===== src/rtl/wave_meas_pkg.sv =====
// rtl/wave_meas_pkg.sv - shared state type and default parameters for wave_meas
package wave_meas_pkg;

  typedef enum logic [1:0] {
    IDLE    = 2'd0,
    ARM     = 2'd1,
    MEASURE = 2'd2
  } meas_state_t;

  localparam int HYST_DEF        = 8;
  localparam int CNT_W_DEF       = 32;
  localparam int TIMEOUT_CYC_DEF = 1_000_000;

endpackage


===== src/rtl/wave_level_det.sv =====
// rtl/wave_level_det.sv - sample register, saturating hysteresis comparator, level and rising-edge pulse
module wave_level_det
  import wave_meas_pkg::*;
#(
  parameter int HYST = HYST_DEF
) (
  input  logic       clk,
  input  logic       rst_n,
  input  logic [7:0] sample_in,
  input  logic [7:0] threshold,
  output logic [7:0] s_q,
  output logic       level_q,
  output logic       rise
);

  logic [8:0] hi_sum;
  logic [7:0] hi_th;
  logic [7:0] lo_th;
  logic       level_d;

  // Both thresholds clamp to the 8-bit range instead of wrapping
  always_comb begin
    hi_sum = {1'b0, threshold} + 9'(HYST);
    hi_th  = hi_sum[8] ? 8'hFF : hi_sum[7:0];
    lo_th  = (threshold > 8'(HYST)) ? threshold - 8'(HYST) : 8'h00;
  end

  always_ff @(posedge clk or negedge rst_n) begin
    if (!rst_n) begin
      s_q     <= 8'h00;
      level_q <= 1'b0;
      level_d <= 1'b0;
    end else begin
      s_q <= sample_in;
      if (s_q >= hi_th) begin
        level_q <= 1'b1;
      end else if (s_q <= lo_th) begin
        level_q <= 1'b0;
      end
      level_d <= level_q;
    end
  end

  assign rise = level_q & ~level_d;

endmodule


===== src/rtl/wave_meas.sv =====
// rtl/wave_meas.sv - per-cycle period, high time and min/max measurement of a digitised sample stream
module wave_meas
  import wave_meas_pkg::*;
#(
  parameter int HYST        = HYST_DEF,
  parameter int CNT_W       = CNT_W_DEF,
  parameter int TIMEOUT_CYC = TIMEOUT_CYC_DEF
) (
  input  logic             clk,
  input  logic             rst_n,
  input  logic             enable,
  input  logic [7:0]       sample_in,
  input  logic [7:0]       threshold,
  output logic [CNT_W-1:0] period,
  output logic [CNT_W-1:0] high_time,
  output logic [7:0]       min_val,
  output logic [7:0]       max_val,
  output logic             meas_valid,
  output logic             timeout
);

  localparam logic [CNT_W-1:0] LIMIT = CNT_W'(TIMEOUT_CYC - 1);

  logic [7:0]       s_q;
  logic             level_q;
  logic             rise;
  meas_state_t      state;
  meas_state_t      state_nx;
  logic [CNT_W-1:0] cnt;
  logic [CNT_W-1:0] hcnt;
  logic [7:0]       cur_min;
  logic [7:0]       cur_max;
  logic             at_limit;
  logic             active;
  logic             do_clear;
  logic             do_restart;
  logic             do_latch;
  logic             do_timeout;

  wave_level_det #(
    .HYST (HYST)
  ) u_level_det (
    .clk       (clk),
    .rst_n     (rst_n),
    .sample_in (sample_in),
    .threshold (threshold),
    .s_q       (s_q),
    .level_q   (level_q),
    .rise      (rise)
  );

  assign at_limit = (cnt == LIMIT);

  always_ff @(posedge clk or negedge rst_n) begin
    if (!rst_n) begin
      state <= IDLE;
    end else begin
      state <= state_nx;
    end
  end

  always_comb begin
    state_nx = state;
    if (!enable) begin
      state_nx = IDLE;
    end else begin
      case (state)
        IDLE:    state_nx = ARM;
        ARM:     state_nx = rise ? MEASURE : ARM;
        MEASURE: state_nx = (!rise && at_limit) ? ARM : MEASURE;
        default: state_nx = IDLE;
      endcase
    end
  end

  // An edge always beats a coinciding timeout; a falling enable beats both
  always_comb begin
    active     = enable && ((state == ARM) || (state == MEASURE));
    do_clear   = !active;
    do_restart = active && rise;
    do_latch   = do_restart && (state == MEASURE);
    do_timeout = active && !rise && at_limit;
  end

  always_ff @(posedge clk or negedge rst_n) begin
    if (!rst_n) begin
      cnt     <= '0;
      hcnt    <= '0;
      cur_min <= 8'hFF;
      cur_max <= 8'h00;
    end else if (do_clear || do_timeout) begin
      cnt  <= '0;
      hcnt <= '0;
    end else if (do_restart) begin
      cnt     <= '0;
      hcnt    <= '0;
      cur_min <= s_q;
      cur_max <= s_q;
    end else begin
      cnt <= cnt + CNT_W'(1);
      if (state == MEASURE) begin
        hcnt    <= hcnt + CNT_W'(level_q);
        cur_min <= (s_q < cur_min) ? s_q : cur_min;
        cur_max <= (s_q > cur_max) ? s_q : cur_max;
      end
    end
  end

  always_ff @(posedge clk or negedge rst_n) begin
    if (!rst_n) begin
      period     <= '0;
      high_time  <= '0;
      min_val    <= 8'hFF;
      max_val    <= 8'h00;
      meas_valid <= 1'b0;
      timeout    <= 1'b0;
    end else begin
      meas_valid <= do_latch;
      if (do_latch) begin
        period    <= cnt + CNT_W'(1);
        high_time <= hcnt + CNT_W'(level_q);
        min_val   <= (s_q < cur_min) ? s_q : cur_min;
        max_val   <= (s_q > cur_max) ? s_q : cur_max;
        timeout   <= 1'b0;
      end else if (do_timeout) begin
        period    <= '0;
        high_time <= '0;
        timeout   <= 1'b1;
      end
    end
  end

endmodule


===== config.mk =====
export PLATFORM = sky130hd
export DESIGN_NAME = wave_meas
export DESIGN_NICKNAME = d
export VERILOG_FILES = /design/src/rtl/wave_meas_pkg.sv /design/src/rtl/wave_level_det.sv /design/src/rtl/wave_meas.sv
export SDC_FILE = /design/constraint.sdc
export NUM_CORES = 1
export LEC_CHECK = 0
export BUFFER_PORTS_ARGS = -buffer_cell sky130_fd_sc_hd__clkbuf_2
export CAP_MARGIN = 40
export CELL_PAD_IN_SITES_DETAIL_PLACEMENT = 1
export CELL_PAD_IN_SITES_GLOBAL_PLACEMENT = 2
export CORE_MARGIN = 3
export CORE_UTILIZATION = 37
export DETAILED_ROUTE_END_ITERATION = 10
export PLACE_DENSITY = 0.86
export RECOVER_POWER = 100
export SYNTH_ARGS = -nofsm -noshare
export SYNTH_HDL_FRONTEND = slang
export SYNTH_HIERARCHICAL = 1
export SYNTH_SLANG_ARGS = --single-unit

===== constraint.sdc =====
create_clock -name clk -period 3 [get_ports clk]
set_input_delay 0.6 -clock clk [delete_from_list [all_inputs] [get_ports clk]]
set_output_delay 0.6 -clock clk [all_outputs]
set_load 0.02 [all_outputs]

# == Word level (Yosys, flattened, before mapping) ==
# Cells that the tools add are included.
# word_totals
output_inout_bits,82
word_cells,69
reg_bits,174
# classes
bitwise,3
reduce_logical,16
mux,24
n_eq_ne,3
add_sub_neg,4
n_lt_le_gt_ge,5
# ops
cell,count
32-bit 2-to-1 mux,8
8-bit 2-to-1 mux,8
32-bit by 1-bit adder with 32-bit output,1
32-bit by 1-bit adder with 32-bit output (second input constant),1
32-bit by 20-bit equality test with 1-bit output (second input constant),1
8-bit by 4-bit adder with 9-bit output (second input constant),1
8-bit >= comparator,1
8-bit by 4-bit > comparator with 1-bit output (second input constant),1
8-bit > comparator,1
8-bit <= comparator,1
8-bit < comparator,1
8-bit by 4-bit subtractor with 8-bit output (second input constant),1
1-bit logical AND,6
2-bit 2-to-1 mux,3
2-bit case mux with 3 select lines,1
2-bit nonzero test,3
1-bit 2-to-1 mux,4
3-bit nonzero test,1
2-bit by 1-bit equality test with 1-bit output (second input constant),1
2-bit equality test (second input constant),1
1-bit zero test,2
2-bit zero test,1
1-bit logical OR,2
1-bit inverter,2
other kinds (2),2

# == Logic depth before layout (Yosys ltp) ==
# logic_depth
depth_word,8
depth_mapped,10
ltp_nobuf,10

# == By module ==
# The synthesis kept the hierarchy.
# by_module_without_submodules
module,area_each_um2,seq_area_each_um2,cells_per_inst,instances
wave_meas,7811.2,4124.0,783,1
wave_level_det,812.0,250.2,87,1

# == Worst setup path after synthesis ==
# Ideal clock, no wire load.
# synth_timing
kind,reg-to-reg
startpoint,register cur_min[5]
endpoint,register cur_min[0]
stages_incl_launch_ff,9
required_time_ns,2.918
slack_ns,0.556
setup_ns,0.082
arrival_time_ns,2.362
path_cell_list,dfstp_2 -> inv_1 -> ha_1 -> a21o_1 -> a21o_1 -> a221oi_2 -> a21oi_1 -> nor2_2 -> mux2_2
# synth_via
elab_chain_cells,4
# synth_lines
element,line_no,source
start: declaration,wave_meas.sv:31,logic [7:0] cur_min;
start signal: assignment,wave_meas.sv:97,cur_min <= s_q;
start signal: assignment,wave_meas.sv:103,cur_min <= (s_q < cur_min) ? s_q : cur_min;
8-bit < comparator,wave_meas.sv:103,
8-bit 2-to-1 mux (3 in series),--,
# No other way between the ends. The select of a mux whose other input is x is not followed.
# A chain may end at the register's enable or synchronous reset.

# == Final worst setup path ==
# layout_timing
startpoint,register u_level_det.level_q
endpoint,register high_time[31]
# layout_via
elab_chain_cells,5
word_cells_on_any_way,9
# layout_lines
element,line_no,source
start: declaration,wave_level_det.sv:12,"output logic level_q,"
start signal: assignment,wave_level_det.sv:31,level_q <= 1'b0;
start signal: assignment,wave_level_det.sv:36,level_q <= 1'b1;
start signal: assignment,wave_level_det.sv:38,level_q <= 1'b0;
1-bit bitwise AND *,wave_level_det.sv:44,assign rise = level_q & ~level_d;
net rise,wave_meas.sv:26,logic rise;
1-bit zero test,wave_meas.sv:82,do_timeout = active && !rise && at_limit;
1-bit logical AND (2 in series),wave_meas.sv:82,
2-bit nonzero test (no line),--,
end signal: assignment,wave_meas.sv:121,high_time <= hcnt + CNT_W'(level_q);
end: declaration,wave_meas.sv:15,"output logic [CNT_W-1:0] high_time,"
# The timed path passes the listed nets; every way through them passes the cells marked *.

==> reports/metrics.json <==
{
  "grt": {
    "global_route.overflow_total": 0,
    "largest_net_degree_at_the_start_of_global_routing": 97,
    "grt_use_met1_pct": 22.93,
    "antenna_found_initial": 1,
    "vias_in_the_first_global_route": 6903,
    "grt_usage_pct": 17.38,
    "top_usage_layer": "met2",
    "grt_pass1_wl_um": 35260,
    "groute.layer.met3.usage_pct": 3.452,
    "global_route_met2_utilization_pct": 29.91
  },
  "placed_design": {
    "io_buffer_count": 100,
    "dpl.hpwl_um": 14820,
    "gp_routability_congestion": 0.7839
  },
  "route": {
    "route.detailed.drc": 0,
    "num_vias": 6498,
    "routedWlPerCell_um": 16.17,
    "antenna_left": 0,
    "viasPerCell": 5.018,
    "postRouteWirelength_um": 20950,
    "detailedRoute.firstIterationViolations": 218,
    "firstDrtPassIters": 5
  },
  "synth": {
    "synth_top_family_by_area": "simple AND/OR/NAND/NOR gates",
    "syn-cell-area_um2": 8623,
    "postSynthAreaPerCell_um2": 9.912,
    "warnings_from_yosys": 6,
    "post_synth_num_cell_types": 50,
    "synth_fa_ha_area_share_pct": 5.804,
    "syn_nets": 929,
    "ys.flop_type": "dfrtp_1",
    "synth-simple-area-share_pct": 18.92,
    "synthXorXnorAreaFrac_pct": 9.243,
    "ys_async_sr_fraction_pct": 100.0,
    "yosys_register_bits": 174,
    "synth_compound_area_share_pct": 8.183,
    "synth.mux.area_fraction_pct": 3.598,
    "synth-edff-count": 0,
    "netlist_instances": 870,
    "synth_sequential_area_ratio_pct": 50.73
  },
  "clock_tree": {
    "postCtsResizedCells": 0,
    "holdBufCountCts": 0,
    "worst_setup_hold_path_clk_slew_ps": 70,
    "cts_htree_levels": 4,
    "clk-insertion-delay-late_ps": 420,
    "cts_root_buf": "clkbuf_16",
    "cts_num_sinks": 174,
    "tritoncts.num_buffers": 17,
    "ctsLongestPathBuffers": 2,
    "tritoncts_clock_tree": "yes",
    "cts_setup_buffers": 0
  },
  "layout": {
    "final_nets": 1028,
    "drive_above_1_share_pct": 11.10,
    "utilization_pct": 43.55,
    "fillCellCount": 2651,
    "antenna-diode-count": 0,
    "area_delta_synth_final_pct": 15.03
  },
  "worst_setup_path": {
    "cp_cell_sequence": "nor2b_1 -> nor4_1 -> nand3_1 -> or4_1 -> o21a_2 -> buf_4 -> nand2_1 -> o21ai_0",
    "worstSetupEndpoint": "high_time[31]",
    "path_max_fanout": 64,
    "critical_path.max_stage_delay_ps": 660,
    "crit_start": "u_level_det/level_q",
    "setup.reg_to_reg.worst_slack_ps": 290,
    "r2r_path_start": "u_level_det/level_q",
    "r2r.worst_path.cells": 8,
    "worstSetupPathDepth": 8,
    "worstReg2RegEnd": "high_time[31]",
    "data_required_critical_path_ps": 3260,
    "crit_path_end_kind": "register",
    "critical_path.top_delay_family": "simple AND/OR/NAND/NOR gates",
    "cp.arrival_ps": 2970,
    "buffers_and_inverters_on_the_worst_path": 1,
    "timing_worst_setup_path_type": "register to register",
    "timing.critical_path.slowest_stage_cell": "or4_1",
    "kind_of_start_point_of_the_critical_path": "register"
  },
  "timing": {
    "timing_worst_slew_pin_value_ps": 1717,
    "fmax_mhz": 368.7,
    "finalCritPeriodShare_pct": 90.41,
    "min_clock_period_post_route_ps": 2712,
    "skew_ps": 12.02,
    "finalHoldViolCount": 0,
    "setup_violations": 0,
    "grt_setup_unrepaired": "false",
    "relSlewSlack_pct": -14.48,
    "max_slew_vio_count": 69,
    "totalNegativeSetupSlack_ps": 0
  },
  "floorplanning": {
    "initial_utilization_pct": 37.86,
    "die-area_um2": 25170,
    "fp.dieH_um": 158.7,
    "placement_rows": 55,
    "core_area_um2": 22780,
    "die_w_um": 158.7,
    "top_level_ports": 101
  },
  "power_and_ir_drop": {
    "power-per-cell-area_nw_per_um2": 610.7,
    "power_leakage_nw": 4.205,
    "vdd.ir_drop.worst_mv": 0.3721
  },
  "job": {
    "timing.max_cap.violations": 1
  },
  "status": {
    "violated_checks": "capacitance limit, slew limit",
    "outcome": "finished with violations"
  },
  "worst_hold_path": {
    "min-delay-path-class": "primary input to register"
  }
}
-- metrics by stage --
step	std cells	power (mW)	worst slack [ps]	instance area, µm²	hold slack, ps
finish	1295	6.058	287.7	9920	278.1
global route	1295	6.406	74.39	9920	255.1
global placement	1263	3.772	392.4	9473	435.3
detailed placement	1263	3.812	304.9	9473	437.7
floorplan	870	3.437	556.3	8623	304.4
CTS	1295	6.191	281.1	10090	189.1
-- report_power, final --
| part | leakage, nW | internal, mW | total, mW | switching [mW] |
|---|---|---|---|---|
| registers | 2.33 | 2.56 | 2.68 | 0.115 |
| logic | 1.57 | 0.410 | 1.04 | 0.626 |
| clock network | 0.299 | 1.42 | 2.34 | 0.922 |
| total | 4.21 | 4.40 | 6.06 | 1.66 |
-- cells by family after synthesis --
family | Yosys count
and+or+nand+nor | 346
DFF | 174
AOI/OAI and AO/OA | 126
xor gates and xnor gates | 91
buffers and inverters | 64
adders and majority gates | 40
muxes | 29
-- worst min path at each step --
stage	startpoint	end	slack, ps	depth (start not counted)
6_report	sample_in[6]	u_level_det/s_q[6]	280	1
5_1_grt	sample_in[1]	u_level_det/s_q[1]	260	1
4_1_cts	rst_n	period[18]	190	1
3_5_place_dp	u_level_det/level_q	u_level_det/level_d	440	0
3_3_place_gp	u_level_det/level_q	u_level_det/level_d	440	0
2_1_floorplan	rst_n	cnt[0]	300	0
-- per-layer routing --
metal,vias up,share of wire (%)
li1,3145,-
met5,-,0.062
met1,3237,47
met4,2,0.91
met2,97,49
met3,17,3.3
-- cell usage after synthesis, types with 2 or more instances --
cell type	count	area (µm²)
a211oi_1	3	22.52
a21o_1	3	22.52
a21oi_1	19	95.09
a22o_1	2	17.52
and2_1	2	12.51
and3_1	15	93.84
and4_1	3	26.28
buf_2	9	45.04
buf_6	7	78.83
clkbuf_1	20	75.07
dfrtp_1	158	3954
dfstp_2	16	420.4
ha_1	40	500.5
inv_1	27	101.4
mux2_2	16	180.2
mux2i_1	13	130.1
nand2_1	116	435.4
nand2b_1	6	37.54
nand3_1	40	200.2
nand4_1	27	168.9
nor2_1	98	367.9
nor2b_1	5	31.28
nor3_1	9	45.04
nor3_2	4	40.04
nor4_1	6	37.54
o211ai_1	3	22.52
o21a_1	3	22.52
o21ai_0	25	125.1
o21ai_1	61	305.3
or2_2	3	18.77
or3_1	3	18.77
xnor2_1	35	306.5
xor2_1	56	490.5
-- layout make-up --
class | count | area [µm²] | share of cell area, %
clock buffer | 22 | 454.2 | 4.579
clock inverter | 10 | 163.9 | 1.652
inverter | 27 | 101.3 | 1.022
multi-input combinational | 632 | 3933 | 39.64
sequential | 174 | 4374 | 44.10
tap | 313 | 391.6 | 3.948
timing repair buffer | 117 | 501.7 | 5.058
-- registers in the layout, indices dropped and copies added, names as in the netlist --
signal and cells:
u_level_det/level_q 1, state 2, timeout 1, max_val 8, cur_max 8, u_level_det/level_d 1, high_time 32, hcnt 32
u_level_det/s_q 8, period 32, meas_valid 1, cur_min 8, min_val 8, cnt 32
-- layout by cell type (no fill, tap or decap), types with 4 or more instances in the layout --
cell	netlist	routed
dfrtp_1	158	158
nand2_1	116	116
nor2_1	98	98
clkbuf_1	20	89
o21ai_0	25	85
xor2_1	56	56
nand3_1	40	41
ha_1	40	40
xnor2_1	35	35
inv_1	27	27
nand4_1	27	27
clkbuf_2	0	23
a21oi_1	19	19
clkbuf_16	0	17
mux2_2	16	16
dfstp_2	16	16
and3_1	15	15
mux2i_1	13	13
nor3_1	9	9
buf_4	0	8
nand2b_1	6	6
nor4_1	6	6
nor2b_1	5	5
nor3_2	4	4
bufinv_16	0	4
(Power assumes the default switching activity.)
